[src/rtl/uart_param_pkg.sv]
// Shared definitions for the parametrised UART: parity modes, FSM encodings
// and the bit-period computation.
package uart_param_pkg;

    localparam int unsigned PARITY_NONE = 0;
    localparam int unsigned PARITY_ODD  = 1;
    localparam int unsigned PARITY_EVEN = 2;

    typedef enum logic [2:0] {
        TX_IDLE,
        TX_START,
        TX_DATA,
        TX_PARITY,
        TX_STOP
    } tx_state_t;

    typedef enum logic [2:0] {
        RX_IDLE,
        RX_START,
        RX_DATA,
        RX_PARITY,
        RX_STOP,
        RX_BREAK
    } rx_state_t;

    // Clock cycles per serial bit, truncated.
    function automatic int unsigned bit_period(input int unsigned clk_hz, input int unsigned baud);
        return clk_hz / baud;
    endfunction

endpackage

[src/rtl/uart_sync_fifo.sv]
// Synchronous FIFO with a registered first-word-fall-through head; push and
// pop in the same cycle are both honoured, even when full.
module uart_sync_fifo #(
    parameter int unsigned WIDTH = 8,
    parameter int unsigned DEPTH = 16
) (
    input  logic                   i_Clock,
    input  logic                   i_Reset,
    input  logic                   i_Write,
    input  logic [WIDTH-1:0]       i_Write_Data,
    input  logic                   i_Read,
    output logic [WIDTH-1:0]       o_Data,
    output logic [$clog2(DEPTH):0] o_Count,
    output logic                   o_Full,
    output logic                   o_Empty
);
    localparam int unsigned AW = $clog2(DEPTH);

    logic [WIDTH-1:0] mem [DEPTH];
    logic [AW-1:0]    rd_ptr;
    logic [AW-1:0]    wr_ptr;
    logic [AW-1:0]    rd_ptr_nxt;
    logic [AW:0]      count_after_pop;
    logic [AW:0]      count_nxt;
    logic [WIDTH-1:0] head_nxt;
    logic             do_pop;
    logic             do_push;

    // Next head: a push into an (effectively) empty FIFO bypasses the memory.
    always_comb begin
        do_pop          = i_Read && !o_Empty;
        do_push         = i_Write && (!o_Full || do_pop);
        rd_ptr_nxt      = rd_ptr + AW'(do_pop);
        count_after_pop = o_Count - (AW+1)'(do_pop);
        count_nxt       = count_after_pop + (AW+1)'(do_push);
        if (do_push && count_after_pop == '0) begin
            head_nxt = i_Write_Data;
        end else if (count_nxt != '0) begin
            head_nxt = mem[rd_ptr_nxt];
        end else begin
            head_nxt = o_Data;
        end
    end

    always_ff @(posedge i_Clock) begin
        if (i_Reset) begin
            rd_ptr  <= '0;
            wr_ptr  <= '0;
            o_Count <= '0;
            o_Empty <= 1'b1;
            o_Full  <= 1'b0;
            o_Data  <= '0;
        end else begin
            rd_ptr  <= rd_ptr_nxt;
            if (do_push) begin
                wr_ptr <= wr_ptr + AW'(1);
            end
            o_Count <= count_nxt;
            o_Empty <= (count_nxt == '0);
            o_Full  <= (count_nxt == (AW+1)'(DEPTH));
            o_Data  <= head_nxt;
        end
    end

    always_ff @(posedge i_Clock) begin
        if (do_push) begin
            mem[wr_ptr] <= i_Write_Data;
        end
    end

endmodule

[src/rtl/uart_param.sv]
// Parametrised full-duplex UART: configurable baud, data width, parity and
// stop bits, with sticky error flags and an RX FIFO.
module uart_param
    import uart_param_pkg::*;
#(
    parameter int unsigned CLOCK_FREQUENCY = 100000000,
    parameter int unsigned BAUD_RATE       = 115200,
    parameter int unsigned DATA_BITS       = 8,
    parameter int unsigned PARITY          = 0,
    parameter int unsigned STOP_BITS       = 1,
    parameter int unsigned RX_FIFO_DEPTH   = 16
) (
    input  logic                           i_Clock,
    input  logic                           i_Reset,
    input  logic                           i_Start,
    input  logic [DATA_BITS-1:0]           i_Data,
    output logic                           o_TX,
    output logic                           o_Busy_TX,
    input  logic                           i_RX,
    input  logic                           i_Read_Data,
    output logic [DATA_BITS-1:0]           o_Data,
    output logic                           o_Data_Ready,
    output logic [$clog2(RX_FIFO_DEPTH):0] o_FIFO_Count,
    input  logic                           i_Clear_Errors,
    output logic                           o_Framing_Error,
    output logic                           o_Parity_Error,
    output logic                           o_Overrun
);
    localparam int unsigned BIT_PERIOD  = bit_period(CLOCK_FREQUENCY, BAUD_RATE);
    localparam int unsigned HALF_PERIOD = BIT_PERIOD / 2;
    localparam int unsigned CNT_W       = $clog2(BIT_PERIOD);
    localparam int unsigned IDX_W       = $clog2(DATA_BITS);
    localparam logic        ODD_INV     = (PARITY == PARITY_ODD);
    localparam logic        HAS_PARITY  = (PARITY != PARITY_NONE);

    // ---------------- TX ----------------
    tx_state_t            tx_state, tx_state_d;
    logic [CNT_W-1:0]     tx_cnt, tx_cnt_d;
    logic [IDX_W-1:0]     tx_idx, tx_idx_d;
    logic [DATA_BITS-1:0] tx_shift, tx_shift_d;
    logic                 tx_par, tx_par_d;
    logic                 tx_d, busy_d;
    logic                 tx_bit_end;

    always_ff @(posedge i_Clock) begin
        if (i_Reset) begin
            tx_state  <= TX_IDLE;
            tx_cnt    <= '0;
            tx_idx    <= '0;
            tx_shift  <= '0;
            tx_par    <= 1'b0;
            o_TX      <= 1'b1;
            o_Busy_TX <= 1'b0;
        end else begin
            tx_state  <= tx_state_d;
            tx_cnt    <= tx_cnt_d;
            tx_idx    <= tx_idx_d;
            tx_shift  <= tx_shift_d;
            tx_par    <= tx_par_d;
            o_TX      <= tx_d;
            o_Busy_TX <= busy_d;
        end
    end

    // The line value for each bit is registered on the edge that starts it.
    always_comb begin
        tx_state_d = tx_state;
        tx_cnt_d   = tx_cnt;
        tx_idx_d   = tx_idx;
        tx_shift_d = tx_shift;
        tx_par_d   = tx_par;
        tx_d       = o_TX;
        busy_d     = o_Busy_TX;
        tx_bit_end = (tx_cnt == CNT_W'(BIT_PERIOD - 1));
        if (tx_state != TX_IDLE) begin
            tx_cnt_d = tx_bit_end ? '0 : tx_cnt + CNT_W'(1);
        end
        case (tx_state)
            TX_IDLE: begin
                if (i_Start) begin
                    tx_state_d = TX_START;
                    tx_cnt_d   = '0;
                    tx_shift_d = i_Data;
                    tx_par_d   = (^i_Data) ^ ODD_INV;
                    tx_d       = 1'b0;
                    busy_d     = 1'b1;
                end
            end
            TX_START: begin
                if (tx_bit_end) begin
                    tx_state_d = TX_DATA;
                    tx_idx_d   = '0;
                    tx_d       = tx_shift[0];
                end
            end
            TX_DATA: begin
                if (tx_bit_end) begin
                    if (tx_idx == IDX_W'(DATA_BITS - 1)) begin
                        tx_idx_d = '0;
                        if (HAS_PARITY) begin
                            tx_state_d = TX_PARITY;
                            tx_d       = tx_par;
                        end else begin
                            tx_state_d = TX_STOP;
                            tx_d       = 1'b1;
                        end
                    end else begin
                        tx_idx_d   = tx_idx + IDX_W'(1);
                        tx_shift_d = {1'b0, tx_shift[DATA_BITS-1:1]};
                        tx_d       = tx_shift[1];
                    end
                end
            end
            TX_PARITY: begin
                if (tx_bit_end) begin
                    tx_state_d = TX_STOP;
                    tx_idx_d   = '0;
                    tx_d       = 1'b1;
                end
            end
            TX_STOP: begin
                if (tx_bit_end) begin
                    if (tx_idx == IDX_W'(STOP_BITS - 1)) begin
                        tx_state_d = TX_IDLE;
                        busy_d     = 1'b0;
                    end else begin
                        tx_idx_d = tx_idx + IDX_W'(1);
                    end
                    tx_d = 1'b1;
                end
            end
            default: begin
                tx_state_d = TX_IDLE;
                tx_d       = 1'b1;
                busy_d     = 1'b0;
            end
        endcase
    end

    // ---------------- RX ----------------
    logic                 rx_meta, rx_sync, rx_prev;
    rx_state_t            rx_state, rx_state_d;
    logic [CNT_W-1:0]     rx_cnt, rx_cnt_d;
    logic [IDX_W-1:0]     rx_idx, rx_idx_d;
    logic [DATA_BITS-1:0] rx_shift, rx_shift_d;
    logic                 rx_par_bad, rx_par_bad_d;
    logic                 rx_push_q, rx_push_d;
    logic                 fe_set_q, fe_set_d;
    logic                 pe_set_q, pe_set_d;
    logic                 rx_bit_end;
    logic                 fifo_full, fifo_empty;
    logic                 ovr_set_c;

    always_ff @(posedge i_Clock) begin
        if (i_Reset) begin
            rx_meta <= 1'b1;
            rx_sync <= 1'b1;
            rx_prev <= 1'b1;
        end else begin
            rx_meta <= i_RX;
            rx_sync <= rx_meta;
            rx_prev <= rx_sync;
        end
    end

    always_ff @(posedge i_Clock) begin
        if (i_Reset) begin
            rx_state   <= RX_IDLE;
            rx_cnt     <= '0;
            rx_idx     <= '0;
            rx_shift   <= '0;
            rx_par_bad <= 1'b0;
            rx_push_q  <= 1'b0;
            fe_set_q   <= 1'b0;
            pe_set_q   <= 1'b0;
        end else begin
            rx_state   <= rx_state_d;
            rx_cnt     <= rx_cnt_d;
            rx_idx     <= rx_idx_d;
            rx_shift   <= rx_shift_d;
            rx_par_bad <= rx_par_bad_d;
            rx_push_q  <= rx_push_d;
            fe_set_q   <= fe_set_d;
            pe_set_q   <= pe_set_d;
        end
    end

    // Frame outcome is decided at the first stop-bit sample; results are
    // registered so FIFO and flags update one cycle later.
    always_comb begin
        rx_state_d   = rx_state;
        rx_cnt_d     = rx_cnt;
        rx_idx_d     = rx_idx;
        rx_shift_d   = rx_shift;
        rx_par_bad_d = rx_par_bad;
        rx_push_d    = 1'b0;
        fe_set_d     = 1'b0;
        pe_set_d     = 1'b0;
        rx_bit_end   = (rx_cnt == CNT_W'(BIT_PERIOD - 1));
        if (rx_state == RX_DATA || rx_state == RX_PARITY || rx_state == RX_STOP) begin
            rx_cnt_d = rx_bit_end ? '0 : rx_cnt + CNT_W'(1);
        end
        case (rx_state)
            RX_IDLE: begin
                if (rx_prev && !rx_sync) begin
                    rx_state_d = RX_START;
                    rx_cnt_d   = '0;
                end
            end
            RX_START: begin
                if (rx_cnt == CNT_W'(HALF_PERIOD - 1)) begin
                    rx_cnt_d     = '0;
                    rx_idx_d     = '0;
                    rx_par_bad_d = 1'b0;
                    rx_state_d   = rx_sync ? RX_IDLE : RX_DATA;
                end else begin
                    rx_cnt_d = rx_cnt + CNT_W'(1);
                end
            end
            RX_DATA: begin
                if (rx_bit_end) begin
                    rx_shift_d = {rx_sync, rx_shift[DATA_BITS-1:1]};
                    if (rx_idx == IDX_W'(DATA_BITS - 1)) begin
                        rx_state_d = HAS_PARITY ? RX_PARITY : RX_STOP;
                    end else begin
                        rx_idx_d = rx_idx + IDX_W'(1);
                    end
                end
            end
            RX_PARITY: begin
                if (rx_bit_end) begin
                    rx_par_bad_d = rx_sync ^ (^rx_shift) ^ ODD_INV;
                    rx_state_d   = RX_STOP;
                end
            end
            RX_STOP: begin
                if (rx_bit_end) begin
                    if (!rx_sync) begin
                        fe_set_d   = 1'b1;
                        rx_state_d = RX_BREAK;
                    end else begin
                        rx_state_d = RX_IDLE;
                        pe_set_d   = rx_par_bad;
                        rx_push_d  = !rx_par_bad;
                    end
                end
            end
            RX_BREAK: begin
                if (rx_sync) begin
                    rx_state_d = RX_IDLE;
                end
            end
            default: rx_state_d = RX_IDLE;
        endcase
    end

    uart_sync_fifo #(
        .WIDTH (DATA_BITS),
        .DEPTH (RX_FIFO_DEPTH)
    ) u_rx_fifo (
        .i_Clock      (i_Clock),
        .i_Reset      (i_Reset),
        .i_Write      (rx_push_q),
        .i_Write_Data (rx_shift),
        .i_Read       (i_Read_Data),
        .o_Data       (o_Data),
        .o_Count      (o_FIFO_Count),
        .o_Full       (fifo_full),
        .o_Empty      (fifo_empty)
    );

    assign o_Data_Ready = ~fifo_empty;
    // A full FIFO only loses data when nothing is popped in the push cycle.
    assign ovr_set_c    = rx_push_q && fifo_full && !i_Read_Data;

    always_ff @(posedge i_Clock) begin
        if (i_Reset) begin
            o_Framing_Error <= 1'b0;
            o_Parity_Error  <= 1'b0;
            o_Overrun       <= 1'b0;
        end else begin
            o_Framing_Error <= fe_set_q  | (o_Framing_Error & ~i_Clear_Errors);
            o_Parity_Error  <= pe_set_q  | (o_Parity_Error  & ~i_Clear_Errors);
            o_Overrun       <= ovr_set_c | (o_Overrun       & ~i_Clear_Errors);
        end
    end

endmodule

[config.mk]
export PLATFORM = sky130hd
export DESIGN_NAME = uart_param
export DESIGN_NICKNAME = d
export VERILOG_FILES = /design/src/rtl/uart_param_pkg.sv /design/src/rtl/uart_sync_fifo.sv /design/src/rtl/uart_param.sv
export SDC_FILE = /design/constraint.sdc
export NUM_CORES = 1
export LEC_CHECK = 0
export CAP_MARGIN = 25
export CORE_MARGIN = 5
export CORE_UTILIZATION = 38
export CTS_CLUSTER_DIAMETER = 100
export DETAILED_ROUTE_END_ITERATION = 6
export GPL_TIMING_DRIVEN = 0
export PLACE_DENSITY = 0.54
export REMOVE_ABC_BUFFERS = 1
export SLEW_MARGIN = 20
export SYNTH_ARGS = -nofsm -noshare
export SYNTH_HDL_FRONTEND = slang
export SYNTH_SLANG_ARGS = --single-unit
[constraint.sdc]
create_clock -name i_Clock -period 4.9 [get_ports i_Clock]
set_clock_uncertainty 0.2 [all_clocks]
set_input_delay 1.47 -clock i_Clock [delete_from_list [all_inputs] [get_ports i_Clock]]
set_output_delay 1.47 -clock i_Clock [all_outputs]
set_load 0.01 [all_outputs]
==> results of run 1 <==
[final cells by class]
cell class | count | area, sq um
timing repair buffer | 35 | 353
clock buffer | 32 | 662
tap | 319 | 399
inverter | 24 | 90.1
clock inverter | 12 | 58.8
sequential | 211 | 5510
multi-input combinational | 422 | 3360
fill | 2127 | 13000
[power by group]
group	switching (mW)	leakage, nW	internal (mW)
Clock	0.688	0.361	0.947
Combinational	0.425	1.29	0.429
Sequential	0.0492	1.86	1.92
Total	1.16	3.51	3.29
[through the flow]
step | hold slack (ns) | util
after floorplan | 0.189 | -
after global placement | 0.193 | 0.409
after detailed placement | 0.203 | 0.413
after CTS | 0.216 | 0.444
after global routing | 0.229 | 0.444
final | 0.213 | 0.444
[flip-flops by register name (all words and copies together), names as in the netlist, 4 cells and up]
name	count
rx_cnt	10
rx_shift	8
tx_cnt	10
tx_shift	8
u_rx_fifo.mem	128
u_rx_fifo.o_Count	5
u_rx_fifo.o_Data	8
u_rx_fifo.rd_ptr	4
u_rx_fifo.wr_ptr	4
[cell families after synthesis]
family,Yosys count
AOI/OAI and AO/OA,96
xor gates and xnor gates,20
buffers and inverters,57
DFF,211
muxes,67
adders and majority gates,18
and+or+nand+nor,221
[metal layers]
metal | global-route usage | part of all wire | up-vias
met5 | 0 | 0 | -
met4 | 0.0332 | 0.016 | 0
met3 | 0.0258 | 0.047 | 28
met2 | 0.243 | 0.49 | 112
met1 | 0.191 | 0.45 | 2730
li1 | - | - | 2630
[what timing repair did]
action / CTS / global route
setup endpoints to repair: 0 / 8
hold buffers: 0 / 0
buffers inserted: 0 / 0
gates resized for setup: 0 / 1
[worst max-delay path, delay by kind of cell]
family / cells / cell delay [ns]
simple gates: 3 / 1.01
fa+ha+maj: 2 / 0.69
buf+inv: 2 / 0.84
compound gates: 3 / 0.86
[final timing paths]
kind / start / end / slack, ns / cells after the start
min reg2reg: rx_meta$_SDFF_PP1_ / rx_sync$_SDFF_PP1_ / 0.21 / 1
max: i_Read_Data / u_rx_fifo.o_Data[4]$_SDFFE_PP0P_ / 0.25 / 10
max reg2reg: u_rx_fifo.o_Empty$_SDFF_PP1_ / u_rx_fifo.o_Data[4]$_SDFFE_PP0P_ / 1.43 / 9
min: rx_meta$_SDFF_PP1_ / rx_sync$_SDFF_PP1_ / 0.21 / 1
[cells in the final DEF (no fill, tap or decap), types with 5 or more instances in the layout]
| master | count |
|---|---|
| or2_2 | 5 |
| clkbuf_1 | 6 |
| clkdlybuf4s50_1 | 31 |
| o211ai_1 | 8 |
| a21oi_1 | 29 |
| inv_1 | 23 |
| and3_1 | 11 |
| dfxtp_1 | 83 |
| clkbuf_16 | 25 |
| nand3_1 | 19 |
| mux2i_1 | 20 |
| nor3_2 | 6 |
| a211o_1 | 8 |
| clkinv_2 | 7 |
| xor2_1 | 7 |
| mux4_2 | 40 |
| o21ai_0 | 20 |
| nor2b_1 | 9 |
| clkinv_1 | 5 |
| edfxtp_1 | 128 |
| nor2_1 | 90 |
| ha_1 | 16 |
| nand2b_1 | 6 |
| nor3b_1 | 11 |
| nor3_1 | 9 |
| xnor2_1 | 12 |
| nand2_1 | 32 |
| mux2_2 | 7 |
==> impl_metrics.tcl, run 1 <==
set metrics [dict create \
    synth_flop_cell "edfxtp_1" \
    synth.most_common_cell "edfxtp_1" \
    via_per_inst 5.21 \
    cp.required_ns 5.12 \
    diodes 0 \
    dp_cells 1011 \
    cp_common_cell "ha_1" \
    period_share 0.948 \
    arrival_ns 4.87 \
    htree_levels 1 \
    status "finished, final reports clean" \
    dr.pass1.iters 4 \
    hold_path_class "flop to flop" \
    yosysWarnings 0 \
    synth_top_area_cell "edfxtp_1" \
    slowest_delay_ns 0.63 \
    finalMaxSlewViolations 0 \
    critPathLaunchType "input pin" \
    gp_congestion 0.804 \
    synthSimpleGateAreaFrac 0.119 \
    worst_pin_slew_ns 0.942 \
    syn_inst 690 \
    cts_made_buffers 24 \
    ys_seq_area_frac 0.609 \
    rsz0062_at_grt "no" \
    slew_headroom 0.370 \
    placed_area_sq_um 9700 \
    synth.avg_cell_area_sq_um 13.1 \
    crit_type "input pin to flop" \
    crit_slowest_cell "or4b_4" \
    grt_antenna_before_repair 0 \
    start_util 0.385 \
    ys_top_cells_by_area "edfxtp_1, dfxtp_1, mux4_2" \
    pre_cts_slack_ns -0.428 \
    areaGrowthSynthToFinish_pct 15.3 \
    cts.path.max_buffers 3 \
    crit_chain "clkdlybuf4s50_1 > nor2b_1 > o21ai_1 > clkinv_1 > ha_1 > ha_1 > nor2_1 > or4b_4 > a211o_1 > o211ai_1" \
    io_buffers 32 \
    synth_xor_area_frac 0.0202 \
    drv_cap 0 \
    netlist.area_leader.share 0.425 \
    ys_top_cells_by_count "edfxtp_1, nor2_1, dfxtp_1, mux4_2, nand2_1" \
    drc 0 \
    worst_slack_ns 0.254 \
    peakVddDrop_mv 0.271 \
    p_leak_nw 3.51 \
    stdcell_count 1055 \
    die_h_um 164 \
    cts_root_buf "clkbuf_16" \
    final_antenna_net_count 0 \
    syn-cell-area_sq_um 9040 \
    num-nets-final 750 \
    async_reset_ff_frac 0 \
    synth_top_family_by_area "multiplexers" \
    synth_mux_area_frac 0.130 \
    end_kind "flop" \
    clkLatencyLatePin_ns 0.50 \
    synth_adder_area_share 0.0249 \
    grt_pass1_vias 5726 \
    dp_hpwl_mm 12.3 \
    ys_ff_latch 211 \
    coreArea_sq_um 23500 \
    fin_crit_ns 4.65 \
    synth_compound_area_frac 0.0700 \
    ios 33 \
    p_total_mw 4.46 \
    placementRows 56 \
    routedWlPerCell_um 18.0 \
    clk_pin_slew_ns 0.06 \
    tritoncts "done" \
    hold_viol 0 \
    dr_total_vias 5500 \
    drive_above_1_share 0.144 \
    clkSinkCount 211 \
    cp_max_fo 17 \
    grt.overflow.total 0 \
    wirelength_mm 18.9 \
    tns_ns 0 \
    drt-initial-drc-count 329 \
    grt_pass1_wl_mm 30.5 \
    ys_types 58 \
    grt_max_degree 73 \
    die_area_sq_um 27000 \
    dieWidth_um 164 \
    fin_area_sq_um 10400 \
    synth_edf_count 128 \
    power_density_nw_per_um2 428 \
    gr-usage-all-layers 0.143 \
    max_freq_mhz 215 \
    setup-violations-final 0 \
]
(Power assumes the default switching activity.)
==> inputs of run 2 (changes only) <==
--- a/config.mk
+++ b/config.mk
@@ -7,11 +7,11 @@
 export LEC_CHECK = 0
 export CAP_MARGIN = 25
 export CORE_MARGIN = 5
-export CORE_UTILIZATION = 38
-export CTS_CLUSTER_DIAMETER = 100
+export CORE_UTILIZATION = 30
+export CTS_CLUSTER_DIAMETER = 40
 export DETAILED_ROUTE_END_ITERATION = 6
 export GPL_TIMING_DRIVEN = 0
-export PLACE_DENSITY = 0.54
+export PLACE_DENSITY = 0.45
 export REMOVE_ABC_BUFFERS = 1
 export SLEW_MARGIN = 20
 export SYNTH_ARGS = -nofsm -noshare
==> run 2 against run 1 <==
Count of clock-buffer cells in the layout increased by 11. Sequential cell count is the same. Register-to-register slack about the same. Combinational power increased by 1%. Largest cell class unchanged.
==> impl_metrics.tcl, run 2 (synthesized netlist as in run 1, its figures left out) <==
set metrics [dict create \
    status "finished, final reports clean" \
    regMostFlops "u_rx_fifo.mem" \
    setup-violations-final 0 \
    cts.path.max_buffers 3 \
    cp_common_cell "ha_1" \
    placementRows 63 \
    clk_pin_slew_ns 0.05 \
    tritoncts "done" \
    critical-path-top-delay-family "simple AND/OR/NAND/NOR gates" \
    ios 33 \
    crit_chain "clkdlybuf4s50_1 > nor2b_1 > o21ai_1 > clkinv_1 > ha_1 > ha_1 > nor2_1 > or4b_1 > a211o_1 > o211ai_1" \
    rrSetupSlack_ns 1.43 \
    cp_max_fo 17 \
    num-nets-final 758 \
    die_h_um 184 \
    cp.required_ns 5.12 \
    fin_crit_ns 4.62 \
    cp.buffers_inverters 2 \
    drt-initial-drc-count 407 \
    rsz0062_at_grt "no" \
    dr.pass1.iters 4 \
    ctsHoldBuffers 0 \
    areaGrowthSynthToFinish_pct 21.4 \
    crit_type "input pin to flop" \
    seq_area_sq_um 5510 \
    crit_slowest_cell "or4b_1" \
    hold_viol 0 \
    dieWidth_um 184 \
    gp_congestion 0.766 \
    critPathLaunchType "input pin" \
    io_buffers 32 \
    cts_root_buf "clkbuf_16" \
    multiInputGateArea_sq_um 3350 \
    start_util 0.304 \
    seqPwrFrac 0.370 \
    htree_levels 2 \
    dr_total_vias 5538 \
    power_switching_mw 1.35 \
    finalMaxSlewViolations 0 \
    power_density_nw_per_um2 486 \
    coreArea_sq_um 29700 \
    final_cell_mix "edfxtp_1, nor2_1, dfxtp_1" \
    wirelength_mm 19.9 \
    reg_top3 "u_rx_fifo.mem (128), rx_cnt (10), tx_cnt (10)" \
    grt_antenna_before_repair 0 \
    grt_max_degree 73 \
    hold_path_class "flop to flop" \
    clkLatencyLatePin_ns 0.51 \
    die_area_sq_um 33700 \
    pwr-share-comb 0.162 \
    gr-usage-all-layers 0.121 \
    dp_cells 1080 \
    drv_cap 0 \
    stdcell_count 1142 \
    max_freq_mhz 216 \
    grt_pass1_vias 5719 \
    placed_area_sq_um 9770 \
    routedWlPerCell_um 17.5 \
    via_per_inst 4.85 \
    power_frac_clock 0.469 \
    cts_resized 0 \
    n_fill_cell 2817 \
    slowest_delay_ns 0.76 \
    p_leak_nw 3.72 \
    switching_share 0.253 \
    clkSinkCount 211 \
    cts_made_buffers 34 \
    slew_headroom 0.321 \
    diodes 0 \
    drc 0 \
    dp_hpwl_mm 12.8 \
    peakVddDrop_mv 0.219 \
    end_kind "flop" \
    cts_setup_buffers 0 \
    grt_pass1_wl_mm 32.1 \
    worst_pin_slew_ns 1.02 \
    fin_area_sq_um 11000 \
    largest_reg_flops 128 \
    drive_above_1_share 0.165 \
    layout_commonest_cell "edfxtp_1" \
    grt.overflow.total 0 \
    arrival_ns 4.84 \
    period_share 0.943 \
    p_int_mw 3.98 \
    final_antenna_net_count 0 \
    hold_slack_ns 0.207 \
]
## run 2: cell type report
cell class              count  share of cell area
flip-flops and latches    211               0.502
inverters                  24             0.00821
clock inverters            19              0.0247
well taps                 390              0.0445
clock buffers              43              0.0853
repair buffers             33              0.0308
multi-input cells         422               0.305
## run 2: worst register-to-register path, stage by stage (launching register included)
cell and delay [ns]:
dfxtp_1 0.33, nor2b_1 0.10, o21ai_1 0.34, clkinv_1 0.35, ha_1 0.35, ha_1 0.32
nor2_1 0.13, or4b_1 0.76, a211o_1 0.40, o211ai_1 0.10
## run 2: layer usage
layer	vias to the layer above	wire, um	share of wire	GRT usage
met4	0	419	0.021	0.0369
met5	-	0	0	0
met1	2724	8870	0.45	0.160
li1	2663	-	-	-
met3	34	1070	0.054	0.0275
met2	117	9580	0.48	0.199
## run 2: worst paths after layout
check / start / end / cells past startpoint
worst min register to register: rx_meta$_SDFF_PP1_ / rx_sync$_SDFF_PP1_ / 1
worst max-delay path: i_Read_Data / u_rx_fifo.o_Data[5]$_SDFFE_PP0P_ / 10
worst min-delay path: rx_meta$_SDFF_PP1_ / rx_sync$_SDFF_PP1_ / 1
worst max register to register: u_rx_fifo.o_Empty$_SDFF_PP1_ / u_rx_fifo.o_Data[5]$_SDFFE_PP0P_ / 9
## run 2: per-stage QoR
step / TNS, ns / power [mW] / setup WS (ns) / utilization
4_1_cts: 0 / 5.42 / 0.297 / 0.369
2_1_floorplan: 0 / 2.57 / 0.331 / -
3_5_place_dp: -1.54 / 2.88 / -0.225 / 0.329
3_3_place_gp: -8.10 / 2.86 / -0.999 / 0.326
6_report: 0 / 5.34 / 0.281 / 0.369
5_1_grt: 0 / 5.58 / 0.0699 / 0.369
## run 2: power by group through the flow
stage	logic, mW	clock network [mW]	registers (mW)
floorplan	0.565	0	2.01
global placement	0.861	0	2.00
detailed placement	0.876	0	2.01
CTS	0.880	2.57	1.97
global route	0.946	2.66	1.98
finish	0.863	2.50	1.97
